[src/rtl/fp16_mul_sched.sv]
// fp16_mul_sched: round-robin scheduler sharing one FP16 multiplier bank among NREQ stages; define MUL_SCHED_BURST_EN for burst lock
module fp16_mul_sched #(
  parameter int NREQ = 2,
  parameter int LANES = 12,
  parameter int DW = 16,
  parameter int M_LAT = 6,
  parameter int TW = 30
) (
  input  logic                     clk,
  input  logic                     rst_n,
  input  logic [NREQ-1:0]          req_valid,
  output logic [NREQ-1:0]          req_ready,
  input  logic [NREQ-1:0]          req_last,
  input  logic [NREQ*LANES*DW-1:0] req_a_flat,
  input  logic [NREQ*LANES*DW-1:0] req_b_flat,
  input  logic [NREQ*LANES-1:0]    req_mask,
  input  logic [NREQ*TW-1:0]       req_tag,
  output logic [LANES*DW-1:0]      mul_a_flat,
  output logic [LANES*DW-1:0]      mul_b_flat,
  output logic                     mul_valid_in,
  input  logic [LANES*DW-1:0]      mul_result_flat,
  input  logic                     mul_valid_out,
  output logic [NREQ-1:0]          rsp_valid,
  output logic [LANES*DW-1:0]      rsp_data_flat,
  output logic [LANES-1:0]         rsp_mask,
  output logic [TW-1:0]            rsp_tag,
  output logic                     idle,
  output logic                     err_lat
);
  localparam int IW = NREQ > 1 ? $clog2(NREQ) : 1;
  logic [IW-1:0] rr, gid, iss_id;
  logic gnt;
  logic [LANES*DW-1:0] op_a, op_b, res_m;
  logic [LANES-1:0] sel_mask, iss_mask;
  logic [TW-1:0] sel_tag, iss_tag;
  logic [M_LAT-1:0] pv;
  logic [IW-1:0] pid [M_LAT];
  logic [LANES-1:0] pmask [M_LAT];
  logic [TW-1:0] ptag [M_LAT];
`ifdef MUL_SCHED_BURST_EN
  logic lock;
  logic [IW-1:0] lock_id;
`else
  logic unused_last;
  assign unused_last = ^req_last;
`endif
  // grant the first valid requester at or after rr; a held burst lock overrides the search
  always_comb begin
    gnt = 1'b0;
    gid = '0;
    for (int i = NREQ - 1; i >= 0; i--)
      if (req_valid[(int'(rr) + i) % NREQ]) begin
        gnt = 1'b1;
        gid = IW'((int'(rr) + i) % NREQ);
      end
`ifdef MUL_SCHED_BURST_EN
    if (lock) begin
      gnt = req_valid[lock_id];
      gid = lock_id;
    end
`endif
    if (!rst_n) gnt = 1'b0;
    req_ready = gnt ? NREQ'(1) << gid : '0;
  end
  assign sel_mask = req_mask[int'(gid) * LANES +: LANES];
  assign sel_tag = req_tag[int'(gid) * TW +: TW];
  // select the granted requester's operands, zeroing masked lanes
  always_comb begin
    op_a = '0;
    op_b = '0;
    for (int l = 0; l < LANES; l++) begin
      op_a[l*DW +: DW] = sel_mask[l] ? req_a_flat[(int'(gid) * LANES + l) * DW +: DW] : '0;
      op_b[l*DW +: DW] = sel_mask[l] ? req_b_flat[(int'(gid) * LANES + l) * DW +: DW] : '0;
    end
  end
  // issue register, round-robin pointer and burst lock
  always_ff @(posedge clk) begin
    if (!rst_n) begin
      rr <= '0;
      mul_valid_in <= 1'b0;
      mul_a_flat <= '0;
      mul_b_flat <= '0;
      iss_id <= '0;
      iss_mask <= '0;
      iss_tag <= '0;
`ifdef MUL_SCHED_BURST_EN
      lock <= 1'b0;
      lock_id <= '0;
`endif
    end else begin
      mul_valid_in <= gnt;
      if (gnt) begin
        rr <= gid == IW'(NREQ - 1) ? '0 : gid + IW'(1);
        mul_a_flat <= op_a;
        mul_b_flat <= op_b;
        iss_id <= gid;
        iss_mask <= sel_mask;
        iss_tag <= sel_tag;
`ifdef MUL_SCHED_BURST_EN
        lock <= !req_last[gid];
        lock_id <= gid;
`endif
      end
    end
  end
  // pipe valids track the multiplier latency and are dropped on reset
  always_ff @(posedge clk) begin
    if (!rst_n) pv <= '0;
    else begin
      pv[0] <= mul_valid_in;
      for (int k = 1; k < M_LAT; k++) pv[k] <= pv[k-1];
    end
  end
  // pipe payload needs no reset since it is only consumed alongside a valid
  always_ff @(posedge clk) begin
    pid[0] <= iss_id;
    pmask[0] <= iss_mask;
    ptag[0] <= iss_tag;
    for (int k = 1; k < M_LAT; k++) begin
      pid[k] <= pid[k-1];
      pmask[k] <= pmask[k-1];
      ptag[k] <= ptag[k-1];
    end
  end
  // force masked result lanes to zero
  always_comb begin
    res_m = '0;
    for (int l = 0; l < LANES; l++) res_m[l*DW +: DW] = pmask[M_LAT-1][l] ? mul_result_flat[l*DW +: DW] : '0;
  end
  // return stage routes the result to its owner and flags latency mismatches
  always_ff @(posedge clk) begin
    if (!rst_n) begin
      rsp_valid <= '0;
      rsp_data_flat <= '0;
      rsp_mask <= '0;
      rsp_tag <= '0;
      err_lat <= 1'b0;
    end else begin
      err_lat <= err_lat | (pv[M_LAT-1] != mul_valid_out);
      rsp_valid <= pv[M_LAT-1] ? NREQ'(1) << pid[M_LAT-1] : '0;
      if (pv[M_LAT-1]) begin
        rsp_data_flat <= res_m;
        rsp_mask <= pmask[M_LAT-1];
        rsp_tag <= ptag[M_LAT-1];
      end
    end
  end
  assign idle = !(mul_valid_in || |pv);
endmodule
[config.mk]
export PLATFORM = sky130hd
export DESIGN_NAME = fp16_mul_sched
export DESIGN_NICKNAME = d
export VERILOG_FILES = /design/src/rtl/fp16_mul_sched.sv
export SDC_FILE = /design/constraint.sdc
export NUM_CORES = 1
export LEC_CHECK = 0
export ABC_AREA = 1
export BUFFER_PORTS_ARGS = -buffer_cell sky130_fd_sc_hd__buf_2
export CORE_AREA = 2 2 650 652
export CTS_CLUSTER_DIAMETER = 200
export CTS_CLUSTER_SIZE = 10
export DETAILED_ROUTE_END_ITERATION = 8
export DIE_AREA = 0 0 652 654
export SYNTH_ARGS = -nofsm -noshare
export SYNTH_HDL_FRONTEND = slang
export SYNTH_SLANG_ARGS = --single-unit
[constraint.sdc]
create_clock -name clk -period 1.7 [get_ports clk]
set_clock_uncertainty 0.15 [all_clocks]
set_input_delay 0.255 -clock clk [delete_from_list [all_inputs] [get_ports clk]]
set_output_delay 0.255 -clock clk [all_outputs]
set_load 0.005 [all_outputs]
==> impl_metrics.toml, run 1 <==
[synth]
avgSynthCellArea_um2 = 7.03
syn_nets = 6205
ys_seq_elements = 930
synth_top_area_share = 0.514
yosys_warnings = 0
synthCells = 5154
synth.area.top_cells = "dfxtp_1 (51%), nand2_1 (24%), inv_1 (5.4%)"
synth_area_um2 = 36200
synth_area_leader_cell = "dfxtp_1"
yosysSeqAreaShare = 0.514
yosys.cell_types.count = 24

[timing]
rsz0062_at_grt = "yes"
drv_slew = 0
whs_ns = -0.0912
period_needed_ns = 2.28
worst_slew_pin_slew_ns = 1.13
fin_crit_sh = 1.34
finalHoldViolCount = 21
fin_ws_ns = -0.584
maxSlewHeadroom = 0.246
fmax_mhz = 438
finalSetupViolations = 821

[placement]
port_buffers = 1673
place.gp.congestion = 0.950
post-dp-hpwl_um = 258000
placed_cells = 12300

[grt]
use_met2 = 0.251
use_met1 = 0.163
grt_usage = 0.148
grt_pass1_vias = 46200
use_met3 = 0.0427
grt_max_degree = 94
busiest_layer = "met2"
overflow = 0
antenna_found_initial = 148
grt_pass1_wl_um = 422000

[setup_path]
timing.rr.start = "rr"
endpoint = "req_ready[1]"
worstPathRequired_ns = 1.29
critPathArrivalTime_ns = 1.88
r2r-end = "mul_b_flat[158]"
start_kind = "flop"
crit_start = "rr"
crit_type = "flop to output port"
crit_fanout = 3
cp-end-kind = "output port"
worst-r2r-setup-slack_ns = -0.58
r2r_cells = 14

[clocking]
clk_pin_slew_worst_paths_ns = 0.06
clock-sinks = 930
cts_root_buffer = "clkbuf_16"
cts-buffers-inserted = 109
clk_latency_ns = 0.86
cts_tree = "built"
clockBufferDepth = 4
cts.htree.levels = 3

[floorplanning]
dieArea_um2 = 426000
die_w_um = 652
dieHeight_um = 654
core-area_um2 = 419000
num_rows = 238
initial_core_util = 0.0864
io_pins = 1676

[cells_and_area]
syn_to_final_growth_pct = 101
fin_cells = 13800
final-seq-area_um2 = 18700
fin_util = 0.173
drive_gt1_frac = 0.321
mostFrequentLayoutCells = "nand2_1 (2099), buf_2 (1618), dlygate4sd3_1 (1099)"
multi_input_area_um2 = 15400
nets = 9241
final.fill_count = 47100
final_common_cell = "nand2_1"

[outcome]
status = "complete, but fails checks"
violations = "negative hold slack, negative setup slack"

[drt]
viasPerCell = 3.39
drc = 0
drt_wl_total_um = 333000
via_count = 46700
ant_nets = 0
drt_first_iter_violations = 3269
firstDrtPassIters = 6
wl_per_cell_um = 24.2

[power]
p_per_area_nw_per_um2 = 791
power_leakage_nw = 35.9
ir_worst_vdd_mv = 0.851

[hold_path]
hp-class = "primary input to flop"

[job]
cap_violations = 0
synth_stat cells:
library cell  instances
a21oi_1             204
and3_1                1
buf_1                47
buf_2               103
buf_4                56
buf_6                 1
clkbuf_1            115
clkinv_1              1
dfxtp_1             930
inv_1               525
inv_2                 2
nand2_1            2341
nand2_2               2
nand3_1             233
nand3b_1            187
nand4_1              35
nor2_1              333
nor2_4                1
nor2_8                1
nor3_1                1
nor4_1                1
o21ai_0              32
o21ai_2               1
o31ai_1               1
worst min-delay path by stage:
stage	depth (start not counted)	to	from	slack [ns]
final	8	iss_tag[14]	rst_n	-0.09
after global routing	8	iss_tag[14]	rst_n	-0.11
after CTS	7	iss_mask[7]	rst_n	-0.22
after detailed placement	0	pmask[2][0]	pmask[1][0]	0.16
after global placement	0	ptag[1][28]	ptag[0][28]	0.16
after floorplan	0	pid[1]	pid[0]	0.16
report_power, final:
| group | total [mW] | internal (mW) | switching [mW] |
|---|---|---|---|
| logic | 12.5 | 5.89 | 6.59 |
| clock network | 21.6 | 11.6 | 9.96 |
| registers | 23.5 | 22.9 | 0.565 |
area by class of cell:
| cell class | count | share of cell area |
|---|---|---|
| Antenna cell | 70 | 0.00241 |
| Tap cell | 5520 | 0.0950 |
| Clock inverter | 6 | 0.00143 |
| Sequential cell | 930 | 0.257 |
| Multi-Input combinational cell | 3374 | 0.212 |
| Clock buffer | 116 | 0.0384 |
| Timing Repair Buffer | 3247 | 0.366 |
| Inverter | 528 | 0.0278 |
timing repair:
item / CTS / global route
pin swaps: 76 / 66
hold buffers: 1100 / 1
setup endpoints to repair: 1011 / 1156
resized for setup: 575 / 245
endpoints found under the hold margin: 665 / 24
cloned: 39 / 14
setup buffers: 88 / 33
kinds of logic (layout without fill, tap and decap cells):
family / Yosys count / count (layout) / synth area share
compound gates: 238 / 238 / 0.0330
buf+inv: 850 / 3897 / 0.0976
flops: 930 / 930 / 0.514
other cells: 0 / 70 / 0
simple gates: 3136 / 3136 / 0.356
flip-flops by register name (all words and copies together), names as in the netlist:
name	count
mul_b_flat	192
iss_id	1
rsp_mask	12
pv	6
mul_a_flat	192
pmask	72
rsp_valid	2
ptag	180
pid	6
rsp_data_flat	192
rr	1
mul_valid_in	1
rsp_tag	30
iss_tag	30
err_lat	1
iss_mask	12
stage by stage:
| stage | setup TNS [ns] | instance area [um^2] | total power [mW] | setup WS [ns] |
|---|---|---|---|---|
| floorplan | 0 | 36200 | 26.6 | 0.189 |
| global placement | -144.15 | 53600 | 32.0 | -0.593 |
| detailed placement | -156.80 | 53600 | 32.0 | -0.593 |
| CTS | -316.27 | 71400 | 58.1 | -0.792 |
| global route | -286.37 | 72600 | 60.0 | -0.700 |
| finish | -195.73 | 72700 | 57.5 | -0.584 |
critical path: stages, from the launching register on:
cell and delay, ns:
dfxtp_2 0.32, inv_2 0.04, nand2_4 0.06, buf_6 0.10, nand2_4 0.05, buf_12 0.14, buf_8 0.12, nor2_4 0.12
buf_2 0.14
metal layers:
layer,wire length (um),up-vias
li1,-,21700
met1,124000,21700
met2,156000,2497
met3,27400,824
met4,24700,38
met5,253,-
Power figures use the tool's default switching activity.
==> inputs of run 2 (changes only) <==
CORE_AREA = 2 2 653 655   (was 2 2 650 652)
DIE_AREA = 0 0 655 657   (was 0 0 652 654)
==> impl_metrics.toml, run 2 (same netlist as run 1, synthesis figures left out) <==
[outcome]
status = "complete, but fails checks"
violations = "negative hold slack, negative setup slack"

[timing]
rsz0062_at_grt = "yes"
finalHoldViolCount = 7
maxSlewHeadroom = 0.687
fin_ws_ns = -0.518
drv_slew = 0
fmax_mhz = 451
worst_slew_pin_slew_ns = 0.469
tns_ns = -122.34
fin_crit_sh = 1.30
whs_ns = -0.459
finalSetupViolations = 763
period_needed_ns = 2.22

[setup_path]
timing.rr.start = "rr"
r2r_cells = 13
worstPathRequired_ns = 1.29
crit_type = "flop to output port"
crit_start = "rr"
r2r-end = "mul_a_flat[131]"
critPathArrivalTime_ns = 1.81
crit_fanout = 4
endpoint = "req_ready[1]"
cp-end-kind = "output port"
worst-r2r-setup-slack_ns = -0.41
start_kind = "flop"

[power]
totalPowerFinal_mw = 56.6
clkPwrFrac = 0.381
ir_worst_vdd_mv = 0.713
p_int_mw = 39.8
power_switching_mw = 16.8
power_leakage_nw = 34.7
p_per_area_nw_per_um2 = 806
power_frac_comb = 0.204
switching_share = 0.297
power_frac_seq = 0.414

[placement]
dp_slack_ns = -0.511
place.gp.congestion = 0.951
post-dp-hpwl_um = 258000
placed_cells = 12500
port_buffers = 1673

[clocking]
clockBufferDepth = 4
cts_root_buffer = "clkbuf_16"
clk_latency_ns = 0.86
clock-sinks = 930
cts_tree = "built"
clk_pin_slew_worst_paths_ns = 0.06
hold_buffers = 1059
cts.htree.levels = 3
cts-buffers-inserted = 108

[grt]
grt_pass1_vias = 44800
overflow = 0
grt_max_degree = 64
grt_pass1_wl_um = 416000
antenna_found_initial = 163
grt_usage = 0.144

[cells_and_area]
nets = 9106
mostFrequentLayoutCells = "nand2_1 (2251), buf_2 (1601), dlygate4sd3_1 (1059)"
top_regs = "mul_a_flat (192), mul_b_flat (192), rsp_data_flat (192)"
fin_cells = 13800
drive_gt1_frac = 0.293
final_common_cell = "nand2_1"
syn_to_final_growth_pct = 93.9

[drt]
drt_wl_total_um = 330000
wl_per_cell_um = 23.9
drt_first_iter_violations = 3525
firstDrtPassIters = 6
via_count = 46000
drc = 0
ant_nets = 0
viasPerCell = 3.33

[floorplanning]
core-area_um2 = 423000
die_w_um = 655
dieArea_um2 = 430000
initial_core_util = 0.0857
io_pins = 1676
num_rows = 239
dieHeight_um = 657

[hold_path]
hold_start = "rst_n"
hp-class = "primary input to flop"

[job]
cap_violations = 0
run 2: how the worst min path moves through the flow:
stage                  end  slack (ns)  cells past startpoint
5_1_grt        rsp_tag[29]       -0.53                      3
3_5_place_dp   pmask[2][1]        0.16                      0
2_1_floorplan       pid[1]        0.16                      0
3_3_place_gp   pmask[3][1]        0.16                      0
4_1_cts        rsp_tag[29]       -0.55                      3
6_report       rsp_tag[29]       -0.46                      3
run 2: stage by stage:
stage	utilization	instance area, um^2
floorplan	-	36200
global placement	0.127	53600
detailed placement	0.127	53600
CTS	0.164	69400
global route	0.166	70200
finish	0.166	70300
run 2: critical path: stages (launching register included):
cell and delay (ns):
dfxtp_2 0.32, inv_2 0.04, nand2_4 0.08, nand2_4 0.06, buf_12 0.13, buf_8 0.12, nor2_4 0.13, buf_6 0.13
run 2: metal layers:
layer,vias up,track usage,wire (um)
met5,-,0,363
met4,54,0.0804,23300
met3,687,0.0378,26400
met2,2425,0.251,156000
met1,21500,0.159,124000
li1,21400,-,-
run 2: repair_timing:
action	4_1_cts	5_1_grt
buffers inserted	40	22
pin swaps	24	59
gates cloned	23	14
setup endpoints to repair	1025	1098
endpoints found under the hold margin	645	8
resized for setup	411	116
run 2: cell type report:
type                       count  area, um^2
antenna                       77         193
clock buffer                 113        2760
clock inverter                 6         113
fill                       48100      353000
inverter                     528        2010
multi-input combinational   3374       14500
sequential                   930       18700
tap                         5663        7090
timing repair buffer        3113       24900
run 2: power by group through the flow:
stage          logic (mW)  registers (mW)  clock network, mW
6_report             11.6            23.5               21.6
5_1_grt              12.4            23.6               23.1
4_1_cts              11.4            23.5               22.6
3_5_place_dp         8.12            23.9                  0
3_3_place_gp         8.13            23.9                  0
2_1_floorplan        2.79            23.8                  0
